==> config.mk <==
export PLATFORM = sky130hd
export DESIGN_NAME = validator_ingress_sched
export DESIGN_NICKNAME = d
export VERILOG_FILES = /design/src/rtl/validator_pkg.sv /design/src/rtl/validator_ingress_sched_rr_arbiter.sv /design/src/rtl/validator_ingress_sched.sv
export SDC_FILE = /design/constraint.sdc
export NUM_CORES = 1
export LEC_CHECK = 0
export ABC_AREA = 1
export CORE_AREA = 2 2 255 257
export CTS_BUF_LIST = sky130_fd_sc_hd__clkbuf_16
export DETAILED_ROUTE_END_ITERATION = 12
export DIE_AREA = 0 0 257 259
export GPL_TIMING_DRIVEN = 0
export HOLD_SLACK_MARGIN = 0.06
export PLACE_DENSITY = 0.54
export SYNTH_ARGS = -nofsm -noshare
export SYNTH_HDL_FRONTEND = slang
export SYNTH_SLANG_ARGS = --single-unit
==> constraint.sdc <==
create_clock -name clk -period 5 [get_ports clk]
set_input_delay 1 -clock clk [delete_from_list [all_inputs] [get_ports clk]]
set_output_delay 1 -clock clk [all_outputs]
set_load 0.02 [all_outputs]
==> src/rtl/validator_pkg.sv <==
`default_nettype none
// ============================================================================
//  Module      : validator_pkg
//  Description : Shared types and constants for the validator ingress
//                scheduler: transaction width, transaction type, scheduler
//                state encoding and default credit depth (validator FIFO
//                depth).
//  Revision    : 1.0 - initial release
// ============================================================================
package validator_pkg;

    localparam int TRANS_W = 128;
    localparam int CREDITS = 16;

    typedef logic [TRANS_W-1:0] trans_t;

    typedef enum logic [1:0] {
        RUN     = 2'd0,
        DRAIN   = 2'd1,
        DRAINED = 2'd2
    } sched_state_e;

endpackage : validator_pkg
`default_nettype wire

==> src/rtl/validator_ingress_sched_rr_arbiter.sv <==
`default_nettype none
// ============================================================================
//  Module      : rr_arbiter
//  Description : Purely combinational round-robin pick. Searches req_i
//                starting at ptr_i and wrapping modulo N; the first set bit
//                wins.
//  Ports       : req_i   - request vector
//                ptr_i   - search start position (0..N-1)
//                grant_o - one-hot winner (all zero when no request)
//                idx_o   - encoded winner index (0 when no request)
//  Revision    : 1.0 - initial release
// ============================================================================
module rr_arbiter #(
    parameter int N = 4
) (
    input  logic [N-1:0]         req_i,
    input  logic [$clog2(N)-1:0] ptr_i,
    output logic [N-1:0]         grant_o,
    output logic [$clog2(N)-1:0] idx_o
);

    localparam int IW = $clog2(N);

    logic [IW-1:0] pos;
    logic          found;

    always_comb begin
        grant_o = '0;
        idx_o   = '0;
        found   = 1'b0;
        pos     = '0;
        for (int k = 0; k < N; k++) begin
            pos = IW'((int'(ptr_i) + k) % N);
            if (!found && req_i[pos]) begin
                found        = 1'b1;
                grant_o[pos] = 1'b1;
                idx_o        = pos;
            end
        end
    end

endmodule : rr_arbiter
`default_nettype wire

==> src/rtl/validator_ingress_sched.sv <==
`default_nettype none
// ============================================================================
//  Module      : validator_ingress_sched
//  Description : Round-robin scheduler sharing the validator ingress between
//                NUM_SRC sources. The validator FIFO has no full flag, so
//                free slots are tracked with a credit counter; a transaction
//                is only issued while a credit is available. A pause/drain
//                sequence lets software quiesce the pipeline.
//  Ports       : clk, rst        - clock, synchronous active-high reset
//                src_valid/data  - per-source requests (source i at
//                                  bits [i*TRANS_W +: TRANS_W])
//                src_ready       - per-source accept (combinational, one-hot)
//                o_valid/o_transaction/o_src_id - registered output, lat 1
//                i_pop, i_drop   - credit return pulses
//                i_pause         - quiesce request (level)
//                o_drained       - pipeline empty and paused
//                o_credits       - current credit count
//                o_credit_err    - sticky credit overflow flag
//  Revision    : 1.0 - initial release
// ============================================================================
module validator_ingress_sched #(
    parameter int NUM_SRC = 4,
    parameter int TRANS_W = validator_pkg::TRANS_W,
    parameter int CREDITS = validator_pkg::CREDITS
) (
    input  logic                         clk,
    input  logic                         rst,
    input  logic [NUM_SRC-1:0]           src_valid,
    input  logic [NUM_SRC*TRANS_W-1:0]   src_data,
    output logic [NUM_SRC-1:0]           src_ready,
    output logic                         o_valid,
    output logic [TRANS_W-1:0]           o_transaction,
    output logic [$clog2(NUM_SRC)-1:0]   o_src_id,
    input  logic                         i_pop,
    input  logic                         i_drop,
    input  logic                         i_pause,
    output logic                         o_drained,
    output logic [$clog2(CREDITS+1)-1:0] o_credits,
    output logic                         o_credit_err
);

    import validator_pkg::*;

    localparam int IW  = $clog2(NUM_SRC);
    localparam int CW  = $clog2(CREDITS + 1);
    localparam int CW1 = CW + 1;

    sched_state_e       state_q;
    logic               drained_q;
    logic [CW-1:0]      credits_q;
    logic [CW-1:0]      credits_d;
    logic               credit_err_q;
    logic               cred_over;
    logic [CW1-1:0]     cred_sum;
    logic [IW-1:0]      ptr_q;
    logic [IW-1:0]      ptr_d;
    logic               valid_q;
    logic [TRANS_W-1:0] trans_q;
    logic [IW-1:0]      src_id_q;

    logic [NUM_SRC-1:0] arb_grant;
    logic [IW-1:0]      arb_idx;
    logic               grant_en;
    logic               hs;

    rr_arbiter #(
        .N       (NUM_SRC)
    ) u_arb (
        .req_i   (src_valid),
        .ptr_i   (ptr_q),
        .grant_o (arb_grant),
        .idx_o   (arb_idx)
    );

    // A pause request blocks grants in the same cycle it is seen, so nothing
    // new enters the pipeline once draining has been asked for.
    assign grant_en  = (state_q == RUN) && !i_pause && (credits_q != '0);
    assign src_ready = grant_en ? arb_grant : '0;
    assign hs        = grant_en && (|src_valid);
    assign ptr_d     = (arb_idx == IW'(NUM_SRC - 1)) ? '0 : arb_idx + IW'(1);

    // One extra bit so a return on top of a full count is detectable before
    // saturation. Grants only happen at credits > 0, so no underflow.
    always_comb begin
        cred_sum  = {1'b0, credits_q} + {{CW{1'b0}}, i_pop}
                  + {{CW{1'b0}}, i_drop} - {{CW{1'b0}}, hs};
        cred_over = 1'b0;
        credits_d = cred_sum[CW-1:0];
        if (cred_sum > CW1'(CREDITS)) begin
            cred_over = 1'b1;
            credits_d = CW'(CREDITS);
        end
    end

    // Scheduler FSM with registered drained flag.
    always_ff @(posedge clk) begin
        if (rst) begin
            state_q   <= RUN;
            drained_q <= 1'b0;
        end else begin
            case (state_q)
                RUN: begin
                    if (i_pause) begin
                        state_q <= DRAIN;
                    end
                end
                DRAIN: begin
                    // Pause dropping mid-drain is intentionally ignored; the
                    // pipeline still empties fully before resuming.
                    if (credits_q == CW'(CREDITS)) begin
                        state_q   <= DRAINED;
                        drained_q <= 1'b1;
                    end
                end
                DRAINED: begin
                    if (!i_pause) begin
                        state_q   <= RUN;
                        drained_q <= 1'b0;
                    end
                end
                default: begin
                    state_q   <= RUN;
                    drained_q <= 1'b0;
                end
            endcase
        end
    end

    // Credit counter, round-robin pointer and output register.
    always_ff @(posedge clk) begin
        if (rst) begin
            credits_q    <= CW'(CREDITS);
            credit_err_q <= 1'b0;
            ptr_q        <= '0;
            valid_q      <= 1'b0;
            trans_q      <= '0;
            src_id_q     <= '0;
        end else begin
            credits_q <= credits_d;
            if (cred_over) begin
                credit_err_q <= 1'b1;
            end
            valid_q <= hs;
            if (hs) begin
                trans_q  <= src_data[arb_idx*TRANS_W +: TRANS_W];
                src_id_q <= arb_idx;
                ptr_q    <= ptr_d;
            end
        end
    end

    assign o_valid       = valid_q;
    assign o_transaction = trans_q;
    assign o_src_id      = src_id_q;
    assign o_drained     = drained_q;
    assign o_credits     = credits_q;
    assign o_credit_err  = credit_err_q;

endmodule : validator_ingress_sched
`default_nettype wire

==> parameters.txt, run 1 <==
Parameter                              Value

Status
  Outcome    finished clean

Critical path
  Reg-to-reg slack, setup    0.76 ns
  Path type of the worst setup path    primary input to flop
  Sort of element at the end of the critical path    flop
  R2r endpoint    o_credits[4]
  Start point of the critical path    i_pause
  Worst-case reg-to-reg path depth    15
  Critical path startpoint category    primary input
  Cell Chain, Critical Path    clkdlybuf4s50_1 -> nor2_1 -> o21ai_0 -> inv_1 -> nand2_1 -> inv_2 -> buf_1 -> ha_1 -> fa_1 -> fa_1 -> o21ai_0 -> xor2_1 -> nand2_1 -> nand3_1 -> or2_2
  Worst-path maximum fanout    10
  Required time of the worst setup path    5.36 ns
  Cell count along the critical path    15
  Data arrival time of the critical path    4.95 ns
  Crit path buffers/inverters    4
  Cell family with the largest share of critical-path delay    buffers and inverters
  Slowest cell on the critical path    sky130_fd_sc_hd__clkdlybuf4s50_1
  Startpoint of the most critical register-to-register path    state_q[1]
  Biggest cell delay along the critical path    0.45 ns

Logic synthesis
  Async S/R FF share, synth    0%
  Number of synthesized flops with an enable pin    0
  Synth top area cells    sky130_fd_sc_hd__nand2_1 (26%), sky130_fd_sc_hd__dfxtp_1 (25%), sky130_fd_sc_hd__nand3_1 (12%), sky130_fd_sc_hd__inv_1 (9.4%), sky130_fd_sc_hd__nor2_1 (8.9%)
  Cell area after synthesis    11,480 µm²
  Number of distinct library cells after synthesis    29
  Top cell type by total area after synthesis    sky130_fd_sc_hd__nand2_1
  Post-synth net total    2,654
  Mean cell area of the mapped netlist    between 5 and 6 µm²
  Yosys warnings    0
  Proportion of synthesized chip area in sequential cells    24.75%
  Dominant synthesized flop cell    sky130_fd_sc_hd__dfxtp_1
  Number of synthesized register bits    142
  Cell count after synthesis    2,117
  Share of Yosys cell area claimed by the top area cell type    roughly a quarter

Floorplanning
  Core Box Area    63,880 µm²
  Standard-cell rows    93
  Chip height    roughly 260 µm
  Starting density of the core    17.98%
  Top-level I/O count    663
  Overall die area    ~67,000 µm²
  Width of the die    257 µm

Run
  Max_cap viols    0

Timing
  RSZ-0062 raised after global routing    false
  Clock period minus final worst setup slack    approximately 4.6 ns
  Slew at the pin closest to its max-slew limit    approximately 1.3 ns
  Headroom to the max-slew limit    11.13%
  Largest clock skew in the final design    0.008907 ns
  Peak clock frequency supported by timing    around 0.22 GHz
  Portion of the clock cycle consumed by the worst path in the final layout    91.70%
  Final Hold Viols    0
  Worst hold slack    0.4636 ns
  Final setup viols    0
  Max Transition Viols Final    0
  Worst Slack Setup Final    0.4150 ns

CTS
  Resized Gates After CTS    0
  Number of buffers added by the clock tree synthesis step    17
  CTS clock-pin slew for the worst setup and hold paths    0.06 ns
  Hold_buf cts    0
  Clk Tree Root Cell    sky130_fd_sc_hd__clkbuf_16
  Clock Sink Count    142
  Clk_lat worst skew    approximately 0.48 ns
  TritonCTS clock tree    built
  Deepest clock path buffer count    2
  Post-CTS repair timing setup buffer count    0
  CTS HTree Levels    4

Worst hold path
  Worst min-delay path class    flop to flop
  Instance count along the most critical hold path    2
  Hold Path End    o_drained
  Hold path start    o_drained

GRT
  Pin count of the biggest net entering global routing    17
  Total track usage    about 20%
  Initial antenna violation count    4
  Via count of the first global-routing pass    14,570
  First-pass GRT wire length    around 95,000 µm
  Grt total ovfl    0

Place
  Worst slack, placed    -0.1608 ns
  Count of port buffers added during placement    662
  # placed instances    3,634
  Cell area reported after detailed placement    19,180 µm²
  Weighted congestion reported at the end of routability-driven placement    0.9446
  Post-detail-place hpwl    around 54,000 µm

Routing
  Wire length per cell    between 15 and 20 µm
  Pre-antenna DRT Iters    5
  Post-route antenna net violation count    0
  Post-DR vias/cell    approximately 4.2
  Number of remaining DRC errors    0
  Detailed Route WL    approximately 67,000 µm
  Violation count after the first detailed-routing iteration    873
  Via count    15,270

Finish
  Share of layout cells above drive strength 1    4.305%
  Finished layout cell area    19,810 µm²
  Number of filler instances in the final layout    just over 7,000
  Area occupied by multi-input gates    just under 7000 µm²
  Final Util    31.01%
  Most frequent standard cell in the layout excluding fill and tap cells    sky130_fd_sc_hd__nand2_1
  Area occupied by registers    about 2800 µm²
  Number of nets in the finished design    approximately 3,300
  Area growth from synthesis to final layout    72.53%
  Leading cell types in the layout, fill and taps excluded    sky130_fd_sc_hd__nand2_1 (807), sky130_fd_sc_hd__clkdlybuf4s50_1 (662), sky130_fd_sc_hd__inv_1 (293)
  Post-layout instance count excluding filler cells    3,667

Power and ir drop
  Power density normalized to cell area    605.0 nW/µm²
  Max IR drop VDD    ~0.36 mV
  Reported leakage power    9.844 nW
[layout make-up]
cell class | instances | share of cell area (%)
Clock buffer | 17 | 2.147
Timing Repair Buffer | 662 | 33.44
Tap cell | 855 | 5.399
Multi-Input combinational cell | 1541 | 34.78
Sequential cell | 142 | 14.35
Buffer | 139 | 3.246
Clock inverter | 15 | 1.036
Antenna cell | 1 | 0.01263
Inverter | 295 | 5.589
[synth_stat cells (6+ instances only)]
| cell | number |
|---|---|
| sky130_fd_sc_hd__nand2_1 | 807 |
| sky130_fd_sc_hd__ha_1 | 14 |
| sky130_fd_sc_hd__buf_1 | 21 |
| sky130_fd_sc_hd__o21ai_0 | 10 |
| sky130_fd_sc_hd__nand3_1 | 270 |
| sky130_fd_sc_hd__inv_2 | 6 |
| sky130_fd_sc_hd__buf_4 | 9 |
| sky130_fd_sc_hd__clkbuf_1 | 39 |
| sky130_fd_sc_hd__dfxtp_1 | 142 |
| sky130_fd_sc_hd__a21oi_1 | 10 |
| sky130_fd_sc_hd__buf_2 | 70 |
| sky130_fd_sc_hd__inv_1 | 289 |
| sky130_fd_sc_hd__nor2_1 | 272 |
| sky130_fd_sc_hd__o21a_1 | 128 |
[worst register-to-register path: cells and delay by family (launching register included)]
kind	cells	cell delay (ns)
AND/OR/NAND/NOR	6	1.29
adder cells (fa/ha/maj)	3	1.19
buffers and inverters	3	0.91
flip-flops	1	0.32
AO/OA/AOI/OAI	2	0.31
XOR/XNOR	1	0.11
[routing by layer]
metal / share of wire, % / global-route usage [%] / up-vias
li1: - / - / 7782
met1: 41 / 23.23 / 6818
met2: 49 / 33.93 / 589
met3: 7.4 / 5.458 / 75
met4: 2.7 / 6.315 / 4
met5: 0.040 / 0 / -
[registers in the layout (all words and copies together) (netlist names), named ones only]
| signal | count |
|---|---|
| o_drained | 1 |
| ptr_q | 1 |
| o_transaction | 128 |
| o_valid | 1 |
| o_credit_err | 1 |
| o_src_id | 2 |
| state_q | 2 |
| o_credits | 5 |
[how the worst max path moves through the flow]
stage	end
2_1_floorplan	o_credits[4]
3_3_place_gp	o_credits[4]
3_5_place_dp	o_credits[4]
4_1_cts	o_credits[4]
5_1_grt	o_credits[4]
6_report	o_credits[4]
[per-stage QoR]
step                      power, mW  setup TNS (ns)
after global placement        10.65         -0.1565
after detailed placement      10.62         -0.1608
final                         11.99               0
after CTS                     12.13               0
after global routing          12.97               0
after floorplan               6.772               0
[logic make-up (layout without fill, tap and decap cells)]
| group | Yosys count | after routing | share of synthesized area, % |
|---|---|---|---|
| AOI/OAI and AO/OA | 159 | 159 | 10.02 |
| xor gates and xnor gates | 4 | 4 | 0.3050 |
| adders and majority gates | 16 | 16 | 1.874 |
| buffers and inverters | 434 | 1128 | 15.24 |
| DFF | 142 | 142 | 24.75 |
| other | 0 | 1 | 0 |
| and+or+nand+nor | 1362 | 1362 | 47.80 |
[report_power, final]
part | switching (mW) | internal (mW) | total, mW
Clock | 0.572 | 0.875 | 1.45
Combinational | 5.82 | 2.91 | 8.73
Sequential | 0.260 | 1.55 | 1.81
Power figures use the tool's default switching activity.
==> run 2, diff against run 1 <==
--- a/config.mk
+++ b/config.mk
@@ -12,6 +12,7 @@
 export DIE_AREA = 0 0 257 259
 export GPL_TIMING_DRIVEN = 0
 export HOLD_SLACK_MARGIN = 0.06
+export MAX_ROUTING_LAYER = met4
 export PLACE_DENSITY = 0.54
 export SYNTH_ARGS = -nofsm -noshare
 export SYNTH_HDL_FRONTEND = slang
==> run 2 against run 1 <==
Effect of this change:
- worst setup slack worse by 0.030 ns
- global-route usage rose by 0.66 points
- wire length up 0.59%
- the flow now finishes with violations (DRC)
- utilization about the same
- clock power grew 3%
- final area grew 0.14%
==> parameters.txt, run 2 (same netlist as run 1, synthesis figures left out) <==
Parameter                              Value

Routing
  Violation count after the first detailed-routing iteration    878 (+0.57%)
  Via count    15,330 (+0.40%)
  Wire length per cell    18.38 µm (+0.54%)
  Detailed Route WL    67,450 µm (+0.59%)
  Post-DR vias/cell    4.178 (+0.34%)
  Post-route antenna net violation count    0 (unchanged)
  Pre-antenna DRT Iters    12 (+7)
  Number of remaining DRC errors    3 (+3)

Finish
  Finished layout cell area    19,840 µm² (+0.14%)
  Number of nets in the finished design    3,335 (unchanged)
  Share of layout cells above drive strength 1    4.306% (about the same)
  Final Util    31.06% (+0.043 points)
  Leading cell types in the layout, fill and taps excluded    sky130_fd_sc_hd__nand2_1 (807), sky130_fd_sc_hd__clkdlybuf4s50_1 (662), sky130_fd_sc_hd__inv_1 (291)
  Area growth from synthesis to final layout    72.77%
  Flip-flop count of the largest register, all copies and words added    128 (unchanged)
  Most frequent standard cell in the layout excluding fill and tap cells    sky130_fd_sc_hd__nand2_1
  Post-layout instance count excluding filler cells    3,669 (+0.055%)

Power and ir drop
  Portion of total power attributed to combinational logic    72.4% (-0.4 points)
  Reported leakage power    9.842 nW (about the same)
  Net Sw Frac    55.24% (-0.24 points)
  Sw Pwr    6.649 mW (about the same)
  Power density normalized to cell area    606.7 nW/µm² (+0.27%)
  Proportion of power drawn by flip-flops and latches    15.1% (about the same)
  Internal power contribution    5.387 mW (+0.95%)
  Clock power frac    12.4% (+0.3 points)
  Design Power    12.04 mW (+0.41%)
  Max IR drop VDD    0.3120 mV (-13%)

CTS
  TritonCTS clock tree    built
  CTS clock-pin slew for the worst setup and hold paths    0.07 ns (about the same)
  Hold_buf cts    0 (unchanged)
  CTS HTree Levels    4 (unchanged)
  Deepest clock path buffer count    2 (unchanged)
  Post-CTS repair timing setup buffer count    0 (unchanged)
  Clk Tree Root Cell    sky130_fd_sc_hd__clkbuf_16
  Clock Sink Count    142 (unchanged)
  Clk_lat worst skew    0.48 ns (about the same)
  Number of buffers added by the clock tree synthesis step    17 (unchanged)
  Resized Gates After CTS    0 (unchanged)

GRT
  Initial antenna violation count    6 (+2)
  Grt total ovfl    0 (unchanged)
  Total track usage    20.22% (+0.66 points)
  Via count of the first global-routing pass    14,960 (+2.7%)
  First-pass GRT wire length    95,810 µm (+0.36%)
  Pin count of the biggest net entering global routing    17 (unchanged)

Critical path
  Worst-case reg-to-reg path depth    16 (+1)
  Path type of the worst setup path    primary input to flop
  Data arrival time of the critical path    4.97 ns (+0.02 ns)
  Sort of element at the end of the critical path    flop
  Worst-path maximum fanout    10 (unchanged)
  Critical path startpoint category    primary input
  Required time of the worst setup path    5.36 ns (about the same)

Place
  Cell area reported after detailed placement    19,180 µm² (unchanged)
  Count of port buffers added during placement    662 (unchanged)
  Weighted congestion reported at the end of routability-driven placement    0.9579 (+1.4%)
  # placed instances    3,634 (unchanged)
  Worst slack, placed    -0.1333 ns (+0.02747 ns)
  Post-detail-place hpwl    53,920 µm (+0.13%)

Worst hold path
  Instance count along the most critical hold path    2 (unchanged)
  Worst min-delay path class    flop to flop

Run
  Max_cap viols    0 (unchanged)

Timing
  Clock period minus final worst setup slack    4.615 ns (+0.02963 ns)
  Worst hold slack    0.4684 ns (+0.004789 ns)
  RSZ-0062 raised after global routing    false
  Slew at the pin closest to its max-slew limit    1.375 ns (+0.04162 ns)
  Max Transition Viols Final    0 (unchanged)
  Portion of the clock cycle consumed by the worst path in the final layout    92.29% (+0.59 points)
  Worst Slack Setup Final    0.3853 ns (-0.02963 ns)
  Final Hold Viols    0 (unchanged)
  Largest clock skew in the final design    0.01037 ns (+0.001458 ns)
  Setup TNS    0 ns (unchanged)
  Final setup viols    0 (unchanged)
  Peak clock frequency supported by timing    0.2167 GHz (-0.64%)
  Headroom to the max-slew limit    8.355% (-2.8 points)

Floorplanning
  Standard-cell rows    93 (unchanged)
  Chip height    259 µm (unchanged)
  Top-level I/O count    663 (unchanged)
  Overall die area    66,560 µm² (unchanged)
  Width of the die    257 µm (unchanged)
  Core Box Area    63,880 µm² (unchanged)
  Starting density of the core    17.98% (unchanged)

Status
  Outcome    finished with violations
  Failing checks    DRC
run 2: cell type report:
type / instances / area [µm²]
diodes: 4 / 10.01
plain buffers: 139 / 643.1
clock buffers: 17 / 425.4
clock inverters: 14 / 225.2
fillers: 7231 / 44040
inverters: 295 / 1107
multi-input cells: 1541 / 6890
flip-flops and latches: 142 / 2843
well taps: 855 / 1070
repair buffers: 662 / 6626
run 2: critical path, stage by stage:
cell	delay, ns
sky130_fd_sc_hd__clkdlybuf4s50_1	0.46
sky130_fd_sc_hd__nor2_1	0.11
sky130_fd_sc_hd__o21ai_0	0.08
sky130_fd_sc_hd__inv_1	0.12
sky130_fd_sc_hd__nand2_1	0.23
sky130_fd_sc_hd__inv_2	0.37
sky130_fd_sc_hd__buf_1	0.43
sky130_fd_sc_hd__ha_1	0.34
sky130_fd_sc_hd__fa_1	0.41
sky130_fd_sc_hd__fa_1	0.44
sky130_fd_sc_hd__o21ai_0	0.23
sky130_fd_sc_hd__xor2_1	0.11
sky130_fd_sc_hd__nand2_1	0.10
sky130_fd_sc_hd__nand3_1	0.16
sky130_fd_sc_hd__or2_2	0.38
run 2: path summary, 6_finish.rpt:
kind,from,endpoint,slack (ns)
min reg2reg,o_drained,o_drained,0.47
min,o_drained,o_drained,0.47
max reg2reg,o_credits[3],o_credits[4],0.74
max,i_pause,o_credits[4],0.39
run 2: power groups by stage:
stage / Clock [mW] / Sequential [mW] / Combinational [mW]
final: 1.50 / 1.82 / 8.72
after global routing: 1.57 / 1.87 / 9.59
after CTS: 1.54 / 1.82 / 8.83
after detailed placement: 0 / 1.84 / 8.80
after global placement: 0 / 1.82 / 8.84
after floorplan: 0 / 2.28 / 4.49
run 2: routing by layer:
| layer | vias up | GRT usage, % | part of all wire (%) |
|---|---|---|---|
| li1 | 7806 | - | - |
| met1 | 6855 | 23.44 | 42 |
| met2 | 600 | 34.43 | 49 |
| met3 | 68 | 4.550 | 6.3 |
| met4 | 0 | 6.734 | 2.6 |
| met5 | - | - | 0 |
